===== config.mk =====
export PLATFORM = sky130hd
export DESIGN_NAME = ofm_packer
export DESIGN_NICKNAME = d
export VERILOG_FILES = /design/src/rtl/conv_pkg.sv /design/src/rtl/ofm_fifo.sv /design/src/rtl/ofm_packer.sv
export SDC_FILE = /design/constraint.sdc
export NUM_CORES = 2
export LEC_CHECK = 0
export ABC_AREA = 1
export CORE_ASPECT_RATIO = 1.2
export CORE_MARGIN = 2
export CORE_UTILIZATION = 30
export CTS_CLUSTER_SIZE = 28
export DETAILED_ROUTE_END_ITERATION = 10
export PLACE_DENSITY = 0.44
export SYNTH_ARGS = -nofsm -noshare
export SYNTH_HDL_FRONTEND = slang
export SYNTH_HIERARCHICAL = 1
export SYNTH_SLANG_ARGS = --single-unit

===== constraint.sdc =====
create_clock -name clk -period 11.8 [get_ports clk]
set_input_delay 2.95 -clock clk [delete_from_list [all_inputs] [get_ports clk]]
set_output_delay 2.95 -clock clk [all_outputs]
set_load 0.02 [all_outputs]

===== src/rtl/conv_pkg.sv =====
// Shared types and constants for the OFM output stage.
// Build option OFM_RELU_EN selects unsigned ReLU saturation (0..255) instead of signed int8.
package conv_pkg;

   localparam int BYTES_PER_WORD = 8;

`ifdef OFM_RELU_EN
   localparam int Q_MAX = 255;
   localparam int Q_MIN = 0;
`else
   localparam int Q_MAX = 127;
   localparam int Q_MIN = -128;
`endif

   typedef struct packed {
      logic                          last;
      logic [BYTES_PER_WORD-1:0]     keep;
      logic [8*BYTES_PER_WORD-1:0]   data;
   } ofm_entry_t;

   // Low-order byte mask covering n bytes (n = 0..8).
   function automatic logic [BYTES_PER_WORD-1:0] keep_mask(input logic [3:0] n);
      logic [8:0] m;
      m = (9'd1 << n) - 9'd1;
      return m[BYTES_PER_WORD-1:0];
   endfunction

endpackage


===== src/rtl/ofm_fifo.sv =====
// Show-ahead synchronous FIFO with async-reset pointers; read data is valid whenever !empty.
module ofm_fifo #(
   parameter int WIDTH = 73,
   parameter int DEPTH = 16,
   parameter int AW    = 4
) (
   input  logic             clk,
   input  logic             rst_n,
   input  logic             wr_en,
   input  logic [WIDTH-1:0] wr_data,
   input  logic             rd_en,
   output logic [WIDTH-1:0] rd_data,
   output logic             full,
   output logic             empty
);

   logic [WIDTH-1:0] mem [DEPTH];
   logic [AW:0]      wr_ptr_reg;
   logic [AW:0]      rd_ptr_reg;

   always_ff @(posedge clk) begin
      if (wr_en)
         mem[wr_ptr_reg[AW-1:0]] <= wr_data;
   end

   always_ff @(posedge clk or negedge rst_n) begin
      if (!rst_n) begin
         wr_ptr_reg <= '0;
         rd_ptr_reg <= '0;
      end else begin
         if (wr_en)
            wr_ptr_reg <= wr_ptr_reg + 1'b1;
         if (rd_en)
            rd_ptr_reg <= rd_ptr_reg + 1'b1;
      end
   end

   // Extra pointer MSB distinguishes full from empty when the slot indices match.
   assign empty   = (wr_ptr_reg == rd_ptr_reg);
   assign full    = (wr_ptr_reg[AW] != rd_ptr_reg[AW]) &&
                    (wr_ptr_reg[AW-1:0] == rd_ptr_reg[AW-1:0]);
   assign rd_data = mem[rd_ptr_reg[AW-1:0]];

endmodule


===== src/rtl/ofm_packer.sv =====
// Requantizes the two CONV_ACC result streams to bytes, packs them into 64-bit words and
// buffers them behind a valid/ready stream. Build option: OFM_RELU_EN (ReLU + unsigned saturation).
module ofm_packer
   import conv_pkg::*;
#(
   parameter int OUT_DATA_WIDTH = 25,
   parameter int FIFO_DEPTH     = 16,
   parameter int FIFO_AW        = 4
) (
   input  logic                             clk,
   input  logic                             rst_n,
   input  logic                             start_conv,
   input  logic [4:0]                       cfg_shift,
   input  logic signed [OUT_DATA_WIDTH-1:0] ofm_port0,
   input  logic signed [OUT_DATA_WIDTH-1:0] ofm_port1,
   input  logic                             ofm_port0_v,
   input  logic                             ofm_port1_v,
   input  logic                             end_conv,
   output logic [63:0]                      m_data,
   output logic [7:0]                       m_keep,
   output logic                             m_last,
   output logic                             m_valid,
   input  logic                             m_ready,
   output logic                             overflow,
   output logic                             busy
);

   localparam logic signed [OUT_DATA_WIDTH-1:0] Q_MAX_W = OUT_DATA_WIDTH'(Q_MAX);
   localparam logic signed [OUT_DATA_WIDTH-1:0] Q_MIN_W = OUT_DATA_WIDTH'(Q_MIN);

   logic [4:0]                     shift_q;
   logic [1:0][OUT_DATA_WIDTH-1:0] port_val;
   logic [1:0]                     port_v;
   logic [1:0][7:0]                q_byte_next;
   logic [1:0][7:0]                q_byte_reg;
   logic [1:0]                     q_v_reg;
   logic                           end_q_reg;
   logic                           pend_reg;
   logic                           pend_next;
   logic [3:0]                     cnt_reg;
   logic [3:0]                     cnt_next;
   logic [63:0]                    acc_reg;
   logic [63:0]                    acc_next;

   assign port_val = {ofm_port1, ofm_port0};
   assign port_v   = {ofm_port1_v, ofm_port0_v};

   genvar gi;
   generate
      for (gi = 0; gi < 2; gi++) begin : g_quant
         logic signed [OUT_DATA_WIDTH-1:0] shifted;
         assign shifted = $signed(port_val[gi]) >>> shift_q;
         assign q_byte_next[gi] = (shifted > Q_MAX_W) ? Q_MAX_W[7:0] :
                                  (shifted < Q_MIN_W) ? Q_MIN_W[7:0] : shifted[7:0];
      end
   endgenerate

   logic [63:0] word;
   logic [63:0] full_word;
   logic [3:0]  c;
   logic        full_push;
   logic        end_eff;
   logic        push_req;
   logic        term;
   ofm_entry_t  push_entry;

   // Port0 is visited first so it lands in the lower byte when both are valid.
   always_comb begin
      word      = acc_reg;
      c         = cnt_reg;
      full_word = '0;
      full_push = 1'b0;
      for (int i = 0; i < 2; i++) begin
         if (q_v_reg[i]) begin
            word[8*c[2:0] +: 8] = q_byte_reg[i];
            c = c + 4'd1;
            if (c == 4'd8) begin
               full_word = word;
               full_push = 1'b1;
               word      = '0;
               c         = '0;
            end
         end
      end

      end_eff    = end_q_reg | pend_reg;
      push_req   = 1'b0;
      push_entry = '0;
      term       = 1'b0;
      pend_next  = 1'b0;
      acc_next   = word;
      cnt_next   = c;
      if (full_push) begin
         push_req        = 1'b1;
         push_entry.data = full_word;
         push_entry.keep = 8'hFF;
         push_entry.last = end_eff && (c == 4'd0);
         term            = end_eff && (c == 4'd0);
         // A leftover byte after a full word at end-of-stream is flushed on the next cycle.
         pend_next       = end_eff && (c != 4'd0);
      end else if (end_eff) begin
         push_req        = 1'b1;
         push_entry.data = word;
         push_entry.keep = keep_mask(c);
         push_entry.last = 1'b1;
         term            = 1'b1;
         acc_next        = '0;
         cnt_next        = '0;
      end
   end

   logic       fifo_full;
   logic       fifo_empty;
   logic       pop;
   logic       wr_en;
   ofm_entry_t rd_entry;

   assign pop   = m_ready & ~fifo_empty;
   assign wr_en = push_req & ~start_conv & (~fifo_full | pop);

   ofm_fifo #(
      .WIDTH ($bits(ofm_entry_t)),
      .DEPTH (FIFO_DEPTH),
      .AW    (FIFO_AW)
   ) u_fifo (
      .clk     (clk),
      .rst_n   (rst_n),
      .wr_en   (wr_en),
      .wr_data (push_entry),
      .rd_en   (pop),
      .rd_data (rd_entry),
      .full    (fifo_full),
      .empty   (fifo_empty)
   );

   always_ff @(posedge clk or negedge rst_n) begin
      if (!rst_n) begin
         shift_q    <= '0;
         q_byte_reg <= '0;
         q_v_reg    <= '0;
         end_q_reg  <= 1'b0;
         pend_reg   <= 1'b0;
         cnt_reg    <= '0;
         acc_reg    <= '0;
         overflow   <= 1'b0;
         busy       <= 1'b0;
      end else if (start_conv) begin
         shift_q    <= cfg_shift;
         q_v_reg    <= '0;
         end_q_reg  <= 1'b0;
         pend_reg   <= 1'b0;
         cnt_reg    <= '0;
         acc_reg    <= '0;
         overflow   <= 1'b0;
         busy       <= 1'b1;
      end else begin
         q_byte_reg <= q_byte_next;
         q_v_reg    <= port_v;
         end_q_reg  <= end_conv;
         pend_reg   <= pend_next;
         cnt_reg    <= cnt_next;
         acc_reg    <= acc_next;
         if (push_req && fifo_full && !pop)
            overflow <= 1'b1;
         if (term)
            busy <= 1'b0;
      end
   end

   assign m_valid = ~fifo_empty;
   assign m_data  = fifo_empty ? 64'd0 : rd_entry.data;
   assign m_keep  = fifo_empty ? 8'd0  : rd_entry.keep;
   assign m_last  = fifo_empty ? 1'b0  : rd_entry.last;

endmodule


---- Word level (Yosys, flattened, before mapping) ----
Memory sizes are Yosys's and may differ from the RTL's.
Cells that the tools add are included.
operators by class
  add/sub/neg operators ................... 7
  order comparisons ....................... 4
  equal/unequal tests ..................... 5
  shifts and indexed selects .............. 7
  mux-type cells .......................... 46
  bitwise gates (word level) .............. 8
  reductions and logical operators ........ 10
operator list
  operator                                                count
  two-way mux 64 bit                                      12
  two-way mux 73 bit                                      2
  bitwise mux 64 bit                                      2
  variable shift 8 x 34 -> 64 bit (first input constant)  2
  variable part select 8 x 34 -> 64 bit                   2
  negator 6 -> 34 bit                                     2
  > comparator 25 x 8 -> 1 bit (second input constant)    2
  < comparator 25 x 8 -> 1 bit (second input constant)    2
  >>> shifter 25 x 5 -> 25 bit                            2
  two-way mux 8 bit                                       5
  two-way mux 4 bit                                       7
  two-way mux 1 bit                                       17
  adder 5 x 1 -> 5 bit (second input constant)            2
  adder 4 x 1 -> 4 bit (second input constant)            2
  == test 4 bit (second input constant)                   2
  left shift 1 x 4 -> 8 bit (first input constant)        1
  subtractor 8 x 1 -> 8 bit (second input constant)       1
  == test 5 bit                                           1
  logical AND 1 bit                                       5
  == test 4 bit                                           1
  zero test 4 bit                                         1
  nonzero test 2 bit                                      2
  nonzero test 4 bit                                      1
  AND 1 bit                                               3
  other kinds (5)                                         8
word-level totals
  register bits after elaboration ......... 105
  memory bits (writable) .................. 1,168
  input bits .............................. 62
  output and inout bits ................... 76
  word-level logic and storage cells ...... 100
  memories ................................ 1
memories
  name        depth  bits a word  read ports  clocked after Yosys merged registers in  write ports  line            RTL
  u_fifo.mem  16     73           1           0                                        1            ofm_fifo.sv:17  logic [WIDTH-1:0] mem [DEPTH];

---- Longest topological paths before layout ----
  depth after elaboration ................. 13
  depth in mapped cells ................... 22
  gate-level depth less buffers ........... 21

---- Modules after synthesis ----
Netlist, hierarchy kept.
by module, submodules not included
  module      times used  cells each  area an instance (sq um)  sequential area each (sq um)
  ofm_fifo    1           5,054       51,202.9                  35,323.9
  ofm_packer  1           2,164       11,833.8                  2,377.3

---- Worst setup path after synthesis ----
Ideal clock, no wire load.
  kind .................................... in2reg
  start ................................... in start_conv
  end ..................................... mem u_fifo.mem[15][0] (enable)
  library setup time ...................... 0.507 ns
  data arrival time ....................... 6.775 ns
  required time ........................... 11.293 ns
  setup slack ............................. 4.517 ns
  stages on the path ...................... 7
  path buffers ............................ 2
  cells stage by stage .................... clkbuf_1 > clkinv_1 > nand3_1 > inv_1 > buf_2 > nand2_1 > nor2_1
on the way
  cells in the longest elaborated chain, start to end .. 5
ends and longest elaborated chain
  what                                     line               RTL
  from (decl)                              ofm_packer.sv:12   input logic start_conv,
  NOT 1 bit                                ofm_packer.sv:119  assign wr_en = push_req & ~start_conv & (~fifo_full | pop);
  AND 1 bit (2 in series)                  ofm_packer.sv:119
  named net wr_en                          ofm_packer.sv:115  logic wr_en;
  two-way mux 1 bit                        ofm_fifo.sv:22     if (wr_en)
  two-way mux 1 bit (implied by the code)  ofm_fifo.sv:23     mem[wr_ptr_reg[AW-1:0]] <= wr_data;
  to (decl)                                ofm_fifo.sv:17
The timed path passes the listed nets, and every way through them passes these cells.

==> summary.txt <==
Outcome
  – Status: complete, no violations

Placement
  – Routability cong.: 0.835
  – Placed Cells: 9860
  – Port bufs: 137
  – Post-place setup slack: 3940 ps
  – Dpl hpwl: 107000 um

Routing
  – DRT Pass-1 Iters: 6
  – Drt wl/cell: 19.5 um
  – DRT Wirelength: 198000 um
  – Starting DRT DRC Count: 3549
  – DRT antenna net count: 0
  – DRC errors left: 0
  – Via density: 4.68
  – Via Count: 47309

Global routing
  – Largest net degree at the start of global routing: 188
  – Overflow after GRT: 0
  – Vias in the first global route: 45960
  – Global-route wire length before repair: 297000 um
  – Total GRT Usage: 0.182
  – Initial antenna violation count: 4

STA
  – Fin. Hold Viols: 0
  – Relative slew slack: 0.183
  – Actual slew at the worst max-slew pin: 1230 ps
  – Fin crit share: 0.732
  – Clk_skew: 28.3 ps
  – Sum Neg Setup Slack: 0 ps
  – Setup ws final: 3160 ps
  – Finish-stage setup viols: 0
  – Peak Freq: 116 MHz
  – Final Slew Violations: 0
  – Min Tclk post-route: 8640 ps
  – RSZ-0062 raised after global routing: false

Clock network
  – Clock tree buffer depth: 3
  – CTS Root Cell: clkbuf_16
  – TritonCTS clock tree: built
  – Clk_lat worst skew: 800 ps
  – TritonCTS Buffers: 143
  – Post_cts resized: 0
  – Clk sinks: 1273
  – H-tree levels: 4
  – Clock transition at path regs: 60 ps
  – Hold Buf Count CTS: 0
  – Postcts setup bufs: 0

Power
  – Final Power: 15300 uW
  – Pwr Density: 215 nW/um^2
  – Switching Power: 6080 uW
  – Leakage: 0.0318 uW
  – Cell-internal power: 9260 uW
  – Peak supply drop: 0.242 mV
  – Share of total power in combinational logic: 0.377
  – Sequential share of power: 0.342
  – Clk network pwr share: 0.281
  – Switching part of the total power: 0.396

Hold path
  – Worst min-delay path category: reg -> reg
  – Hold path startpoint: u_fifo/rd_ptr_reg[4]
  – WHS Path Cells: 1
  – Worst Hold End: u_fifo/rd_ptr_reg[4]

Floorplan
  – Die Wd: 422 um
  – Die Footprint: 214000 um^2
  – Initial Util: 0.301
  – Chip height: 506 um
  – Row cnt: 184
  – # IOs: 138
  – Core ar.: 209000 um^2

Yosys
  – Distinct cells, synth: 47
  – Syn_nets: 7296
  – Syn Std Cell Area: 63000 um^2
  – Seq cells post-synth: 1273
  – Yosys warns: 6
  – Post-synthesis sequential area ratio: 0.598
  – Average size of a mapped cell: 8.73 um^2
  – Synth Instances: 7218

Final layout
  – Fill cells: 21543
  – Max reg flops: 1168
  – Layout cell share with drive strength beyond 1: 0.0539
  – Register area: 37700 um^2
  – Multi-input gate area: 18600 um^2
  – Nets: 7294
  – Final Util: 0.341
  – Post-route insts no fill: 10118
  – P&R area growth vs syn: 13.3%

Job
  – Max Cap Viol: 0

Critical path
  – FF-to-FF End: u_fifo/mem[15][24]
  – Req. time, crit path: 8850 ps
  – CP Capture Type: output pin
  – R2r startpoint: u_fifo/rd_ptr_reg[2]
  – Crit-path max FO: 72
  – Crit path kind: reg -> out
  – Crit path DAT: 5690 ps
  – Worst reg2reg setup slack: 6210 ps
  – Worst r2r path cells: 12
  – Startpoint types: register
==> Yosys cell counts, drive strengths merged <==
cell / count / area [um^2]
nor2: 333 / 1330
a22oi: 36 / 270
o31ai: 1 / 7.51
o211ai: 16 / 120
nor3: 52 / 275
xor2: 9 / 78.8
o21ai: 217 / 1090
dfrtp: 105 / 2630
mux2i: 11 / 110
buf: 274 / 1440
clkinv: 5 / 18.8
edfxtp: 1168 / 35100
nand2: 2357 / 8880
xnor2: 6 / 52.6
a21oi: 104 / 532
nand4: 11 / 90.1
o21a: 16 / 120
inv: 1349 / 5060
o22ai: 22 / 138
ha: 16 / 200
or2: 33 / 206
o31a: 1 / 8.76
clkbuf: 108 / 405
a211oi: 1 / 7.51
and2: 4 / 25.0
nor4: 1 / 6.26
nand3: 962 / 4850
==> layout by cell type (no fill, tap or decap), types with 6 or more instances in the layout <==
master	count
nor2_4	21
nor2_2	24
ha_1	16
nor2_1	288
clkbuf_8	7
nand3_1	956
xor2_1	9
nor3_1	49
dfrtp_1	101
inv_2	14
mux2i_1	11
nand4_1	9
clkbuf_16	145
nand2_1	2350
xnor2_1	6
buf_4	95
a22oi_1	36
o21ai_1	51
o21a_1	16
clkbuf_1	45
edfxtp_1	1168
clkdlybuf4s50_1	136
clkinvlp_4	6
o211ai_1	16
or2_0	7
or2_1	14
inv_6	7
o21ai_0	161
inv_1	1330
clkinv_1	26
clkinv_2	13
or2_2	12
a21oi_1	101
o22ai_1	22
==> cell type report <==
| cell class | instances | share of cell area |
|---|---|---|
| Timing Repair Buffer | 235 | 0.0302 |
| Multi-Input combinational cell | 4209 | 0.260 |
| Antenna cell | 1 | 0.0000350 |
| Tap cell | 2790 | 0.0489 |
| Clock inverter | 59 | 0.00739 |
| Inverter | 1354 | 0.0715 |
| Sequential cell | 1273 | 0.528 |
| Clock buffer | 197 | 0.0545 |
==> worst max-delay path: stages, from the launching register on <==
cell             delay, ps
dfrtp_4                990
buf_4                  950
buf_4                  850
buf_4                  610
nand3_1                140
nand2_1                 80
nand2_1                 60
nand2_1                110
inv_1                   50
nand2_1                120
inv_1                   60
nor2_1                  80
clkdlybuf4s50_1        620
==> stage by stage <==
step	hold WS, ps	area (um^2)
6_report	494	71400
5_1_grt	518	71400
4_1_cts	496	71400
3_5_place_dp	486	67000
3_3_place_gp	477	67000
2_1_floorplan	462	63000
==> layer usage <==
metal,vias to the layer above,GRT usage,part of all wire
met3,276,0.0229,0.041
met5,-,0,0
met2,1109,0.313,0.48
li1,22886,-,-
met1,23038,0.242,0.45
met4,0,0.0475,0.022
==> power by group through the flow <==
| stage | clock network, uW | registers (uW) | logic [uW] |
|---|---|---|---|
| after detailed placement | 0 | 5330 | 5900 |
| after CTS | 4440 | 5240 | 5920 |
| after global routing | 4600 | 5250 | 6420 |
| final | 4320 | 5240 | 5780 |
| after floorplan | 0 | 5190 | 3780 |
| after global placement | 0 | 5330 | 5910 |
==> worst max-delay path by stage <==
stage | from | to | slack (ps) | depth (start not counted)
floorplan | start_conv | u_fifo/mem[15][0] | 4520 | 7
global placement | u_fifo/rd_ptr_reg[1] | m_data[44] | 3930 | 12
detailed placement | u_fifo/rd_ptr_reg[1] | m_data[40] | 3940 | 12
CTS | u_fifo/rd_ptr_reg[1] | m_data[40] | 3060 | 12
global route | u_fifo/rd_ptr_reg[1] | m_data[44] | 2850 | 12
finish | u_fifo/rd_ptr_reg[1] | m_data[41] | 3160 | 12
==> kinds of logic (layout without fill, tap and decap cells) <==
family / after synthesis / in the layout / share of synthesized area
and+or+nand+nor: 3753 / 3753 / 0.249
DFF: 1273 / 1273 / 0.598
AOI/OAI and AO/OA: 414 / 414 / 0.0364
muxes: 11 / 11 / 0.00175
other: 0 / 1 / 0
adders and majority gates: 16 / 16 / 0.00318
xor gates and xnor gates: 15 / 15 / 0.00208
buffers and inverters: 1736 / 1845 / 0.110
Note: power is estimated with default switching activity, not from simulation.
